<file path="src/rtl/cpu_pkg.sv">
// Shared definitions for the 3-stage RISC-V CPU: writeback select encoding,
// CSR addresses of the GPIO registers, and the default datapath width.
package cpu_pkg;

  localparam int XLEN = 32;

  localparam logic [11:0] CSR_GPIO_OUT = 12'hF00;
  localparam logic [11:0] CSR_GPIO_IN  = 12'hF02;

  // Source of the register-file write data, decided in EX.
  typedef enum logic [1:0] {
    RSEL_ZERO = 2'b00,
    RSEL_LUI  = 2'b01,
    RSEL_ALU  = 2'b10,
    RSEL_CSR  = 2'b11
  } regsel_t;

  // Control half of the EX/WB pipeline register.
  typedef struct packed {
    logic       regwrite;
    logic [4:0] rd;
  } wb_ctrl_t;

endpackage

</file>
<file path="src/rtl/gpio_sync.sv">
// Multi-flop synchronizer for the asynchronous GPIO input bus.
// Only the last stage is meant to be observed by downstream logic.
module gpio_sync #(
  parameter int WIDTH = 32,
  parameter int DEPTH = 2
) (
  input  logic             clk,
  input  logic             rst,
  input  logic [WIDTH-1:0] d_i,
  output logic [WIDTH-1:0] q_o
);

  logic [WIDTH-1:0] sync_q [DEPTH];

  // Shift the input through the chain every cycle; clear all stages on reset.
  always_ff @(posedge clk) begin
    if (rst) begin
      // NOTE: these stages are discrete flops, not a RAM array, so clearing
      // them in reset is cheap and gives a known value while the chain refills.
      for (int i = 0; i < DEPTH; i++) sync_q[i] <= '0;
    end else begin
      // NOTE: non-blocking assignments make every stage take the value its
      // predecessor held before the edge; blocking here would collapse the chain.
      sync_q[0] <= d_i;
      for (int i = 1; i < DEPTH; i++) sync_q[i] <= sync_q[i-1];
    end
  end

  assign q_o = sync_q[DEPTH-1];

endmodule

</file>
<file path="src/rtl/wb_stage.sv">
// Writeback stage: EX/WB pipeline register, register-file write data select,
// GPIO output register, synchronized GPIO input and WB->EX forwarding.
module wb_stage
  import cpu_pkg::*;
#(
  parameter int XLEN        = cpu_pkg::XLEN,
  parameter int SYNC_STAGES = 2
) (
  input  logic            clk,
  input  logic            rst,
  input  logic            regwrite_EX,
  input  regsel_t         regsel_EX,
  input  logic            GPIO_we_EX,
  input  logic [4:0]      rd_EX,
  input  logic [4:0]      rs1_EX,
  input  logic [4:0]      rs2_EX,
  input  logic [XLEN-1:0] alu_result_EX,
  input  logic [19:0]     imm20_EX,
  input  logic [XLEN-1:0] csr_wdata_EX,
  input  logic [XLEN-1:0] gpio_in,
  output logic            rf_we_WB,
  output logic [4:0]      rf_waddr_WB,
  output logic [XLEN-1:0] rf_wdata_WB,
  output logic [XLEN-1:0] gpio_out,
  output logic            fwd_rs1_hit,
  output logic            fwd_rs2_hit,
  output logic [XLEN-1:0] fwd_data
);

  wb_ctrl_t        ctrl_q;
  logic [XLEN-1:0] wdata_d, wdata_q;
  logic [XLEN-1:0] gpio_out_d, gpio_out_q;
  logic [XLEN-1:0] gpio_in_sync;

  gpio_sync #(
    .WIDTH (XLEN),
    .DEPTH (SYNC_STAGES)
  ) u_gpio_sync (
    .clk (clk),
    .rst (rst),
    .d_i (gpio_in),
    .q_o (gpio_in_sync)
  );

  // Pick the writeback data word in EX so WB only has to register it.
  always_comb begin
    // NOTE: assigning a default before the case keeps every path driven,
    // so no latch can be inferred if the select ever takes an unlisted value.
    wdata_d = '0;
    unique case (regsel_EX)
      RSEL_ALU:  wdata_d = alu_result_EX;
      RSEL_LUI:  wdata_d = XLEN'({imm20_EX, 12'h000});
      RSEL_CSR:  wdata_d = gpio_in_sync;
      RSEL_ZERO: wdata_d = '0;
      default:   wdata_d = '0;
    endcase
  end

  // GPIO output register loads on a csrrw to the output CSR, holds otherwise.
  always_comb begin
    gpio_out_d = gpio_out_q;
    if (GPIO_we_EX) gpio_out_d = csr_wdata_EX;
  end

  // EX/WB pipeline register and GPIO output register; reset wins over any write.
  always_ff @(posedge clk) begin
    if (rst) begin
      ctrl_q     <= '0;
      wdata_q    <= '0;
      gpio_out_q <= '0;
    end else begin
      ctrl_q.regwrite <= regwrite_EX;
      ctrl_q.rd       <= rd_EX;
      wdata_q         <= wdata_d;
      gpio_out_q      <= gpio_out_d;
    end
  end

  // Register-file write port; x0 is hard-wired so it is never written.
  assign rf_we_WB    = ctrl_q.regwrite && (ctrl_q.rd != 5'd0);
  assign rf_waddr_WB = ctrl_q.rd;
  assign rf_wdata_WB = wdata_q;
  assign gpio_out    = gpio_out_q;

  // Forwarding replaces an EX source operand with the result being written now.
  assign fwd_rs1_hit = rf_we_WB && (rf_waddr_WB == rs1_EX);
  assign fwd_rs2_hit = rf_we_WB && (rf_waddr_WB == rs2_EX);
  assign fwd_data    = wdata_q;

endmodule

</file>
<file path="config.mk">
export PLATFORM = sky130hd
export DESIGN_NAME = wb_stage
export DESIGN_NICKNAME = d
export VERILOG_FILES = /design/src/rtl/cpu_pkg.sv /design/src/rtl/gpio_sync.sv /design/src/rtl/wb_stage.sv
export SDC_FILE = /design/constraint.sdc
export NUM_CORES = 1
export LEC_CHECK = 0
export BUFFER_PORTS_ARGS = -buffer_cell sky130_fd_sc_hd__buf_4
export CORE_ASPECT_RATIO = 0.9
export CORE_MARGIN = 5
export CORE_UTILIZATION = 30
export CTS_CLUSTER_DIAMETER = 30
export DETAILED_ROUTE_END_ITERATION = 8
export GPL_TIMING_DRIVEN = 0
export PLACE_DENSITY_LB_ADDON = 0.3
export REMOVE_ABC_BUFFERS = 1
export SKIP_CTS_REPAIR_TIMING = 1
export SYNTH_ARGS = -nofsm -noshare
export SYNTH_HDL_FRONTEND = slang
export SYNTH_SLANG_ARGS = --single-unit
</file>
<file path="constraint.sdc">
create_clock -name clk -period 1.5 [get_ports clk]
set_input_delay 0.075 -clock clk [delete_from_list [all_inputs] [get_ports clk]]
set_output_delay 0.075 -clock clk [all_outputs]
set_load 0.05 [all_outputs]
</file>
======== After elaboration in Yosys (flattened, before gate mapping) ========
Memories as Yosys holds them, arrays and structs flattened.
Cells that the tools add are included.
storage, ports and cells
  bits in writable memories ............... 64
  output and inout port bits .............. 104
  word-level logic and storage cells ...... 23
  bits in registers ....................... 70
  memories kept ........................... 1
operators by class
  bitwise operators ....................... 2
  multiplexer cells ....................... 6
  reductions and logical operators ........ 5
  equal/unequal tests ..................... 5
memories
  memory              depth  bits a word  read ports  clocked after Yosys merged registers in  write ports  RTL line         source
  u_gpio_sync.sync_q  2      32           2           0                                        2            gpio_sync.sv:13  logic [WIDTH-1:0] sync_q [DEPTH];
operators by type and width
  operator                                                               number
  32-bit one-hot mux with 4 select lines                                 1
  32-bit 2-to-1 mux                                                      2
  5-bit equality test                                                    2
  5-bit nonzero test                                                     1
  2-bit equality test, second input constant                             2
  1-bit logical AND                                                      3
  1-bit 2-to-1 mux                                                       3
  2-bit by 1-bit equality test with 1-bit output, second input constant  1
  2-bit logical NOT                                                      1
  1-bit bitwise OR                                                       2

======== Longest topological paths before layout ========
  depth after elaboration ................. 3
  depth in mapped cells ................... 5
  gate-level depth less buffers ........... 3

======== By module ========
From an unflattened synthesis, not the netlist that was laid out.
unflattened totals
  cells, all modules ...................... 466
  area total of the unflattened synthesis .. 5183.7 µm²
modules (own cells, without submodules)
  module     cells each  times used  area an instance (µm²)
  wb_stage   299         1           3025.4
  gpio_sync  167         1           2158.3

======== Worst setup path before layout ========
OpenSTA, ideal clock, no wires.
  path kind ............................... register to output
  from .................................... register ctrl_q (netlist bit rf_waddr_WB[0])
  to ...................................... output fwd_rs1_hit
  arrival ................................. 2.135 ns
  cell stages (with the launch flop) ...... 4
  slack ................................... -0.710 ns
  cells stage by stage .................... dfxtp_1 > xnor2_1 > nand3_1 > nor4_1
between the ends
  cells in the longest elaborated chain, start to end .. 3
  elaborated cells on any way between the ends .. 4
  those cells by class .................... eq/ne (1); reduce/logical (3)
ends and longest elaborated chain
  what                   RTL line        source
  from (decl)            wb_stage.sv:30  wb_ctrl_t ctrl_q;
  5-bit nonzero test     wb_stage.sv:80  assign rf_we_WB = ctrl_q.regwrite && (ctrl_q.rd != 5'd0);
  1-bit logical AND      wb_stage.sv:80
  1-bit logical AND (*)  wb_stage.sv:86  assign fwd_rs1_hit = rf_we_WB && (rf_waddr_WB == rs1_EX);
  to (decl)              wb_stage.sv:25  output logic fwd_rs1_hit,
Every way passes the cells marked *; elsewhere a longest branch is shown, timed or not.

======== Final worst setup path ========
  from .................................... register ctrl_q (netlist bit rf_waddr_WB[1])
  to ...................................... output fwd_rs1_hit
Same word-level chain as after synthesis.

==> results list <==
* Hold Slack: 30.4 ps
- Req. time, crit path: 1420 ps
- Using the TritonRoute via totals, the vias-per-cell ratio works out to 4.16.
* Total Neg Setup Slack: -870 ps
- Once routing completed, OpenROAD measured the worst setup slack at -311 ps.
* WL per Instance: 14.2 um
* Worst ir drop on vdd: 0.818 mV
- Cell area after technology mapping: 4730 um^2
- After global routing the overflow that remains totals 0.
- Maximum fanout encountered on the critical timing path: 4
- CTS buffer count: 17
- Number of cells after detailed placement: 814
- Violated checks: setup timing
- Count of buffers from port buffering: 240
- Number of library cell types mapped by synthesis: 20
* Signal arrival time at the worst endpoint: 1740 ps
* Initial core utilization: 30.7%
* Total power divided by cell area: 1210 nW/um^2
- The run finished, with violations left.
* Number of hold violations in the final report: 0
- Die X: 142 um
- Share of cells above drive strength 1: 40.2%
- Gate count of the mapped netlist: 434
- Routability-driven placement finished with a final weighted congestion of 0.920.
- Post-Place Worst Slack: -401 ps
- Via Count: 3944
- For this block, the initial DRC count from the detailed router was 74.
- Std-Cell Rows: 43
- Crit-path cells: or4_4, o21ai_4, nor4_1, buf_4
- Start-to-end type of the worst setup path: flop to primary output
- Setup repair after global routing missed its margin: true
- Commonest cells after routing, fill and taps aside: 238 x sky130_fd_sc_hd__buf_4, 132 x sky130_fd_sc_hd__dfxtp_1, 102 x sky130_fd_sc_hd__dlygate4sd3_1
* Maximum clock insertion buffer count: 2
- On the worst path, the slowest cell contributes a delay of 550 ps.
- The tree is rooted in a sky130_fd_sc_hd__clkbuf_16.
* Area of the core: 15400 um^2
- Slew of the pin with the lowest slew margin: 903 ps
- Leaving out fill and tap cells, the most frequent cell in the layout is sky130_fd_sc_hd__buf_4.
* Flops & latches, synth: 134
* Number of warnings reported in the yosys synthesis log: 0
* Finish-stage setup viols: 3
- CP endpoint kind: primary output
- Library cell contributing the largest single delay on the critical path: sky130_fd_sc_hd__or4_4
- Die Outline Area: 18400 um^2
- Syn-to-layout area delta: 70.4%
- Sequential elements use 56.7% of the synthesized area.
* Pin count of the biggest net entering global routing: 124
* Post-layout net count: 870
- Total routed wirelength: 13500 um
- Sum of internal, switching and leakage power: 9760 uW
* First-pass GRT wire length: 18000 um
- Antenna violations before repair: 0
* Mean area per synthesized cell: 10.9 um^2
- The number of global-route vias before repair came to 3548.
- Die Span Y: 129 um
- STA classifies the critical path startpoint as a flop.
- Number of primary I/O pins: 241
- TritonCTS built the clock tree.
- In this run the tightest slew margin relative to its limit is 39.8%.
* DRC violations left: 0
- CTS sink count: 134
- Worst Skew: 10.5 ps
- Clk_lat worst skew: 410 ps
- Final HPWL from detailed placement: 8460 um
- Final cell count without fillers: 948
* Antenna diode count: 0
- Static leakage: 0.00376 uW
* Min cycle time layout: 1810 ps
- Highest clock frequency the design can meet: 552 MHz
* CTS clock-pin slew for the worst setup and hold paths: 60 ps
- Htree depth: 4
- Period utilisation layout: 121%
- Worst Hold Class: input port to flop
* Maximum Capacitance Violations: 0
- Global-route total usage across every layer: 12.6%
* Number of max-slew violations in the final report: 0
* Post-detailed-route count of antenna-violating nets: 0
- Drt first pass iters: 4
per-layer routing:
| layer | routed length [um] | up-vias | track usage [%] | part of all wire (%) |
|---|---|---|---|---|
| met4 | 185 | 0 | 5.53 | 1.4 |
| met1 | 5340 | 1790 | 13.6 | 40 |
| met5 | 0 | - | 0 | 0 |
| li1 | - | 1966 | - | - |
| met3 | 1340 | 14 | 7.20 | 9.9 |
| met2 | 6640 | 174 | 20.3 | 49 |
metrics by stage:
stage          area [um^2]  util [%]
5_1_grt               8060      52.2
3_3_place_gp          6380      41.3
6_report              8060      52.2
3_5_place_dp          6400      41.5
4_1_cts               7020      45.5
2_1_floorplan         4330         -
final cells by class:
class | count | area, um^2
Clock buffer | 19 | 453
Clock inverter | 13 | 168
Fill cell | 1299 | 7380
Inverter | 1 | 3.75
Multi-Input combinational cell | 236 | 1660
Sequential cell | 134 | 2690
Tap cell | 202 | 253
Timing Repair Buffer | 343 | 2850
final timing paths:
| path | from | to | slack (ps) | cells past startpoint |
|---|---|---|---|---|
| setup / recovery | rf_waddr_WB[1] | fwd_rs1_hit | -310 | 4 |
| hold reg to reg | u_gpio_sync.sync_q[0][11] | u_gpio_sync.sync_q[0][43] | 430 | 1 |
| hold / removal | alu_result_EX[22] | fwd_data[22] | 30 | 4 |
| setup reg to reg | u_gpio_sync.sync_q[0][44] | fwd_data[12] | 550 | 3 |
kinds of logic after synthesis:
kind of cell	Yosys count	share of synthesized area, %
xor+xnor	10	1.85
flops	134	56.7
compound gates	21	3.57
buf+inv	64	8.62
simple gates	141	15.2
mux	64	14.1
flip-flops by register name, indices dropped and copies added, names as in the netlist:
signal and flops:
u_gpio_sync.sync_q 64, gpio_out 32, fwd_data 32, rf_waddr_WB 5
ctrl_q 1
cells in the mapped netlist, drive strengths merged:
master	number	area [um^2]
buf	52	363
or4	1	7.51
inv	1	3.75
clkbuf	11	41.3
xnor2	6	52.6
nor2b	71	444
mux2	20	225
xor2	4	35.0
o21ai	1	8.76
nand2b	1	6.26
mux2i	44	440
a22oi	20	160
nand3	2	10.0
nor2	64	240
dfxtp	134	2680
nor4	2	12.5
worst max-delay path, delay by kind of cell, from the launching register on:
kind                   cells  cell delay (ps)
buffers and inverters      1              190
AND/OR/NAND/NOR            2              630
AO/OA/AOI/OAI              1              170
flip-flops                 1              340
report_power, final:
part | internal [uW] | total (uW) | switching, uW
logic | 767 | 1640 | 872
clock network | 2720 | 4300 | 1580
registers | 3740 | 3820 | 82.5
total | 7230 | 9760 | 2530
Note: power is estimated with default switching activity, not from simulation.
